## src/rtl/noc_pkg.sv

```systemverilog
// Shared port numbering, flit field positions and the XY routing rule for the mesh router.
package noc_pkg;

  localparam int unsigned NUM_PORTS = 5;

  typedef logic [2:0] port_idx_t;

  localparam port_idx_t PORT_L = 3'd0;
  localparam port_idx_t PORT_W = 3'd1;
  localparam port_idx_t PORT_E = 3'd2;
  localparam port_idx_t PORT_N = 3'd3;
  localparam port_idx_t PORT_S = 3'd4;

  // Destination X occupies the top bits of the flit, destination Y sits just below it.
  function automatic int unsigned dest_x_msb(input int unsigned flit_w);
    return flit_w - 1;
  endfunction

  function automatic int unsigned dest_y_msb(input int unsigned flit_w, input int unsigned x_w);
    return flit_w - 1 - x_w;
  endfunction

  // Dimension-order routing: resolve X first, then Y (Y grows southward).
  function automatic port_idx_t xy_route(input int unsigned dest_x, input int unsigned dest_y,
                                         input int unsigned cur_x, input int unsigned cur_y);
    if (dest_x > cur_x) return PORT_E;
    if (dest_x < cur_x) return PORT_W;
    if (dest_y > cur_y) return PORT_S;
    if (dest_y < cur_y) return PORT_N;
    return PORT_L;
  endfunction

endpackage

```

## src/rtl/noc_fifo.sv

```systemverilog
// Per-input flit FIFO with registered occupancy count; full/empty derive from the count.
module noc_fifo #(
  parameter int unsigned WIDTH = 18,
  parameter int unsigned DEPTH = 4
) (
  input  logic             clk_i,
  input  logic             rst_ni,
  input  logic             push_i,
  input  logic [WIDTH-1:0] data_i,
  input  logic             pop_i,
  output logic             full_o,
  output logic             empty_o,
  output logic [WIDTH-1:0] head_o
);

  localparam int unsigned PtrW = (DEPTH > 1) ? $clog2(DEPTH) : 1;

  logic [WIDTH-1:0] mem_q [DEPTH];
  logic [PtrW-1:0]  wr_ptr_q, rd_ptr_q;
  logic [PtrW:0]    count_q;
  logic             do_push, do_pop;

  assign full_o  = (count_q == (PtrW + 1)'(DEPTH));
  assign empty_o = (count_q == '0);
  assign do_push = push_i & ~full_o;
  assign do_pop  = pop_i & ~empty_o;
  assign head_o  = mem_q[rd_ptr_q];

  // DEPTH is a power of two, so pointer overflow is the modulo wrap.
  always_ff @(posedge clk_i) begin
    if (!rst_ni) begin
      wr_ptr_q <= '0;
      rd_ptr_q <= '0;
      count_q  <= '0;
    end else begin
      if (do_push) wr_ptr_q <= wr_ptr_q + PtrW'(1);
      if (do_pop)  rd_ptr_q <= rd_ptr_q + PtrW'(1);
      case ({do_push, do_pop})
        2'b10:   count_q <= count_q + (PtrW + 1)'(1);
        2'b01:   count_q <= count_q - (PtrW + 1)'(1);
        default: count_q <= count_q;
      endcase
    end
  end

  always_ff @(posedge clk_i) begin
    if (do_push) mem_q[wr_ptr_q] <= data_i;
  end

endmodule

```

## src/rtl/noc_xy_router.sv

```systemverilog
// Five-port mesh router: input FIFOs, XY routing, per-output round-robin and output registers.
module noc_xy_router
  import noc_pkg::*;
#(
  parameter int unsigned FLIT_W     = 18,
  parameter int unsigned X_W        = 2,
  parameter int unsigned Y_W        = 2,
  parameter int unsigned FIFO_DEPTH = 4
) (
  input  logic                          clk,
  input  logic                          rst,
  input  logic [X_W-1:0]                cur_x,
  input  logic [Y_W-1:0]                cur_y,
  input  logic [NUM_PORTS*FLIT_W-1:0]   in_data,
  input  logic [NUM_PORTS-1:0]          in_valid,
  output logic [NUM_PORTS-1:0]          in_ready,
  output logic [NUM_PORTS*FLIT_W-1:0]   out_data,
  output logic [NUM_PORTS-1:0]          out_valid,
  input  logic [NUM_PORTS-1:0]          out_ready
);

  localparam int unsigned DxMsb = dest_x_msb(FLIT_W);
  localparam int unsigned DyMsb = dest_y_msb(FLIT_W, X_W);

  logic [NUM_PORTS-1:0]                 full, empty, push, pop;
  logic [NUM_PORTS-1:0][FLIT_W-1:0]     head;
  port_idx_t                            route [NUM_PORTS];
  logic [NUM_PORTS-1:0][NUM_PORTS-1:0]  gnt;  // gnt[output][input]

  assign in_ready = ~full & {NUM_PORTS{rst}};
  assign push     = in_valid & in_ready;

  for (genvar i = 0; i < NUM_PORTS; i++) begin : g_in
    noc_fifo #(
      .WIDTH (FLIT_W),
      .DEPTH (FIFO_DEPTH)
    ) u_fifo (
      .clk_i   (clk),
      .rst_ni  (rst),
      .push_i  (push[i]),
      .data_i  (in_data[i*FLIT_W +: FLIT_W]),
      .pop_i   (pop[i]),
      .full_o  (full[i]),
      .empty_o (empty[i]),
      .head_o  (head[i])
    );

    assign route[i] = xy_route(32'(head[i][DxMsb -: X_W]), 32'(head[i][DyMsb -: Y_W]),
                               32'(cur_x), 32'(cur_y));
  end

  // Each head requests a single output, so OR-ing the grant columns never double-pops.
  always_comb begin
    pop = '0;
    for (int unsigned o = 0; o < NUM_PORTS; o++) begin
      pop = pop | gnt[o];
    end
  end

  for (genvar o = 0; o < NUM_PORTS; o++) begin : g_out
    logic [NUM_PORTS-1:0] req, grant;
    port_idx_t            rr_q, rr_d, win, idx;
    logic                 can_load, found;
    logic                 valid_q;
    logic [FLIT_W-1:0]    data_q, data_d;

    always_comb begin
      req = '0;
      for (int unsigned i = 0; i < NUM_PORTS; i++) begin
        req[i] = ~empty[i] & (route[i] == port_idx_t'(o));
      end
    end

    // Loading is allowed into an empty register or one being drained this cycle.
    assign can_load = ~valid_q | out_ready[o];

    always_comb begin
      grant = '0;
      found = 1'b0;
      win   = '0;
      idx   = '0;
      for (int unsigned k = 0; k < NUM_PORTS; k++) begin
        idx = port_idx_t'((32'(rr_q) + k) % NUM_PORTS);
        if (!found && can_load && req[idx]) begin
          grant[idx] = 1'b1;
          found      = 1'b1;
          win        = idx;
        end
      end
    end

    assign rr_d   = (win == port_idx_t'(NUM_PORTS - 1)) ? '0 : win + 3'd1;
    assign data_d = head[win];
    assign gnt[o] = grant;

    always_ff @(posedge clk) begin
      if (!rst) begin
        valid_q <= 1'b0;
        data_q  <= '0;
        rr_q    <= '0;
      end else if (found) begin
        valid_q <= 1'b1;
        data_q  <= data_d;
        rr_q    <= rr_d;
      end else if (out_ready[o]) begin
        valid_q <= 1'b0;
      end
    end

    assign out_valid[o]                  = valid_q;
    assign out_data[o*FLIT_W +: FLIT_W]  = data_q;
  end

endmodule

```

## config.mk

```make
export PLATFORM = sky130hd
export DESIGN_NAME = noc_xy_router
export DESIGN_NICKNAME = d
export VERILOG_FILES = /design/src/rtl/noc_pkg.sv /design/src/rtl/noc_fifo.sv /design/src/rtl/noc_xy_router.sv
export SDC_FILE = /design/constraint.sdc
export NUM_CORES = 1
export LEC_CHECK = 0
export BUFFER_PORTS_ARGS = -buffer_cell sky130_fd_sc_hd__buf_2
export CAP_MARGIN = 5
export CORE_ASPECT_RATIO = 0.75
export CORE_MARGIN = 5
export CORE_UTILIZATION = 30
export CTS_BUF_LIST = sky130_fd_sc_hd__clkbuf_2 sky130_fd_sc_hd__clkbuf_4 sky130_fd_sc_hd__clkbuf_8
export CTS_CLUSTER_DIAMETER = 100
export DETAILED_ROUTE_END_ITERATION = 8
export GPL_ROUTABILITY_DRIVEN = 1
export SYNTH_ARGS = -nofsm -noshare
export SYNTH_HDL_FRONTEND = slang
export SYNTH_HIERARCHICAL = 1
export SYNTH_SLANG_ARGS = --single-unit
```

## constraint.sdc

```tcl
create_clock -name clk -period 15.53 [get_ports clk]
set_clock_uncertainty 0.2 [all_clocks]
set_input_delay 3.106 -clock clk [delete_from_list [all_inputs] [get_ports clk]]
set_output_delay 3.106 -clock clk [all_outputs]
set_load 0.01 [all_outputs]
```

==> flow_summary.ini <==
[floorplan]
dieArea_mm2 = 0.118
io-pin-count = 206
die_w_um = 396
die_h_um = 299
std_cell_rows = 106
coreArea_mm2 = 0.111
start_util_pct = 30.1

[logic_synthesis]
synth-seq-area-share_pct = 41.6
synth_fp_nets = 3530
syn_area_mm2 = 0.0335
synth_ff_type = edfxtp_1
syn_avg_cell_area_um2 = 10.3
yosys_warnings = 6
synthCells = 3262
ys_ff_latch = 515
synth_edf_count = 360
async_flop_share_pct = 0
ys_types = 118

[finish]
drive_above_1_share_pct = 17.7
finalNonFillerCells = 4919
finalNetCount = 3654
syn_to_final_growth_pct = 11.9
fillCellCount = 11223

[routing]
antenna_left = 0
post_drt_wl_per_cell_um = 24.5
vias = 28471
drt-total-wl_mm = 120
drc_errors = 0
firstDrtPassIters = 6
via_per_inst = 5.79
drt_iter0_drc = 3279

[sta]
worst_slew_pin_slew_ns = 1.17
hold_slack_ns = 0.256
rsz0062_at_grt = false
max_freq_mhz = 115
fin_tns_setup_ns = 0
period_minus_slack_ns = 8.71
min_period_over_period_pct = 56.1
final-setup-viol-count = 0
relSlewSlack_pct = 21.5
finalHoldViolations = 0
slew_violations = 0

[clock_tree]
cts_hold_buffers = 0
htree_levels = 3
cts_tree = yes
root_buffer = clkbuf_8
clock_latency_ns = 0.85
cts_max_path_buffers = 3
post_cts_buffers = 0
clk_pin_slew_ns = 0.07
cts_buffers = 85
cts_resized = 0
cts.sinks = 515

[worst_setup_path]
reg2reg_from = g_out[2].rr_q[1]$_SDFFE_PN0P_
reg2reg_setup_slack_ns = 6.82
startpoint = g_out[2].rr_q[1]$_SDFFE_PN0P_
critPathRequiredTime_ns = 16.02
critPathKind = register to register
crit_path_start_kind = register
arrival_ns = 9.20
cp-end-kind = register
path_max_fanout = 37

[place]
dp_cells = 4757
io_buffer_count = 205
gp_congestion = 1.05
post-dp-hpwl_mm = 91.6

[grt]
grt_pass1_vias = 26131
grt_util_met2_pct = 29.0
grt_use_met1_pct = 26.8
antenna_found_initial = 9
grt_util_met3_pct = 6.29
grt_overflow_total = 0
grt_start_max_net_pins = 75
track_usage_pct = 19.4
grt_pass1_wl_mm = 175
busiest_layer = met2

[hold_path]
hp-start = g_in[2].u_fifo/rd_ptr_q[1]$_SDFFE_PN0P_
hold_path_class = register to register

[flow_run]
cap_violations = 0

[run_status]
status = complete, no violations
==> synthesized netlist by cell type, types with 11 or more instances <==
cell type	count	share of area [%]
a21boi_1	11	0.25
o221a_1	11	0.37
or2_2	14	0.26
nand2b_1	39	0.73
and2_1	51	0.95
o22ai_1	16	0.30
nor2_1	143	1.6
xnor2_1	50	1.3
edfxtp_1	360	32
o21bai_1	11	0.25
o21a_1	24	0.54
or3_1	32	0.60
or4_1	14	0.31
dfxtp_1	155	9.3
a2111oi_0	13	0.34
o221a_2	11	0.37
o31ai_1	41	0.92
a21boi_0	19	0.43
nor4_1	60	1.1
a22oi_1	27	0.61
nand2_1	227	2.5
inv_1	166	1.9
a31oi_1	52	0.97
buf_4	16	0.36
mux2_2	28	0.94
nand4_1	42	0.79
a21o_1	20	0.45
a211oi_1	88	2.0
mux2i_1	81	2.4
buf_2	65	0.97
and3_1	55	1.0
o221ai_1	53	1.4
ha_1	156	5.8
clkbuf_1	114	1.3
nand3b_1	11	0.25
nor2b_1	58	1.1
o2111ai_1	13	0.34
nand3_1	108	1.6
o211ai_1	38	0.85
a21oi_1	166	2.5
o21ai_0	184	2.8
nor3_1	56	0.84
mux4_2	92	6.2
==> kinds of logic (layout without fill, tap and decap cells) <==
logic type,after synthesis,in the layout,synth area share [%]
buf+inv,395,587,5.24
compound gates,932,932,19.6
mux,203,203,9.63
simple gates,993,993,16.1
xor+xnor,62,62,1.67
flops,515,515,41.6
fa+ha+maj,162,162,6.19
other cells,0,7,0
==> layer usage <==
layer | vias to the layer above | part of all wire, %
met1 | 13964 | 43
met4 | 6 | 2.9
met2 | 1376 | 43
met5 | - | 0.032
met3 | 249 | 11
li1 | 12876 | -
==> placed cells by master (no fill, tap or decap), types with 12 or more instances in the layout <==
| cell type | netlist | routed |
|---|---|---|
| a22oi_1 | 27 | 27 |
| clkinv_1 | 2 | 14 |
| o21ai_0 | 184 | 183 |
| nor2b_1 | 58 | 58 |
| mux2_2 | 28 | 28 |
| mux2i_1 | 81 | 81 |
| nand3_1 | 108 | 108 |
| and2_1 | 51 | 51 |
| or2_2 | 14 | 14 |
| a21boi_0 | 19 | 19 |
| or3_1 | 32 | 32 |
| nand2b_1 | 39 | 39 |
| clkbuf_4 | 0 | 29 |
| inv_1 | 166 | 166 |
| o221ai_1 | 53 | 53 |
| o211ai_1 | 38 | 38 |
| dfxtp_1 | 155 | 155 |
| mux4_2 | 92 | 92 |
| nor2_1 | 143 | 143 |
| a31oi_1 | 52 | 52 |
| a2111oi_0 | 13 | 12 |
| edfxtp_1 | 360 | 360 |
| and3_1 | 55 | 55 |
| a211oi_1 | 88 | 88 |
| o22ai_1 | 16 | 16 |
| o31ai_1 | 41 | 41 |
| or4_1 | 14 | 14 |
| nand4_1 | 42 | 42 |
| buf_4 | 16 | 50 |
| nor4_1 | 60 | 59 |
| a21o_1 | 20 | 20 |
| nor3_1 | 56 | 56 |
| nand2_1 | 227 | 227 |
| xnor2_1 | 50 | 50 |
| ha_1 | 156 | 156 |
| o21a_1 | 24 | 24 |
| a21oi_1 | 166 | 164 |
| clkbuf_8 | 0 | 93 |
| o2111ai_1 | 13 | 13 |
| buf_2 | 65 | 204 |
==> final cells by class <==
class	instances	area (um2)	area share (%)
flip-flops and latches	515	13900	37.1
clock buffers	122	1500	4.00
multi-input cells	2352	17900	47.7
well taps	1458	1820	4.87
inverters	178	668	1.78
repair buffers	254	1400	3.73
clock inverters	33	290	0.775
diodes	7	17.5	0.0468
==> worst max-delay path, stage by stage (launching register included) <==
cell and delay, ns:
dfxtp_1 0.76, inv_1 0.41, ha_1 0.81, inv_1 0.39
ha_1 0.34, nor3_1 0.31, o21ai_0 0.16, nand2_1 0.17
ha_1 0.24, nor2b_1 0.15, a2111oi_0 0.06, a21o_1 0.23
xnor2_1 0.61, a2bb2oi_1 0.34, a221oi_4 0.17, or4b_1 0.60
nand4_2 0.60, and2_1 0.76, inv_2 0.36, ha_1 0.31
or3_1 0.36, a311oi_1 0.23
==> final timing paths <==
kind | end | cells past startpoint
setup / recovery | g_out[2].rr_q[2]$_SDFFE_PN0P_ | 21
hold / removal | register | 2
setup reg to reg | g_out[2].rr_q[2]$_SDFFE_PN0P_ | 21
hold reg to reg | register | 2
==> sequential cells by signal, indices dropped and copies added, names as in the netlist, named ones only <==
name                  count
g_in.u_fifo/mem_q       360
g_out.valid_q             5
g_out.rr_q               15
g_in.u_fifo/count_q      15
g_out.data_q             90
g_in.u_fifo/wr_ptr_q     10
g_in.u_fifo/rd_ptr_q     10
==> per-stage QoR <==
| stage | cell area, um2 | util [%] | setup slack, ns |
|---|---|---|---|
| 6_report | 37500 | 33.7 | 6.82 |
| 3_3_place_gp | 35600 | 32.1 | 6.56 |
| 3_5_place_dp | 35600 | 32.1 | 6.41 |
| 5_1_grt | 37400 | 33.7 | 6.28 |
| 4_1_cts | 37400 | 33.7 | 7.09 |
| 2_1_floorplan | 33500 | - | 7.77 |
Power is not shown: default switching activity piles up to over one toggle a cycle in this logic, so the estimate is an artifact.
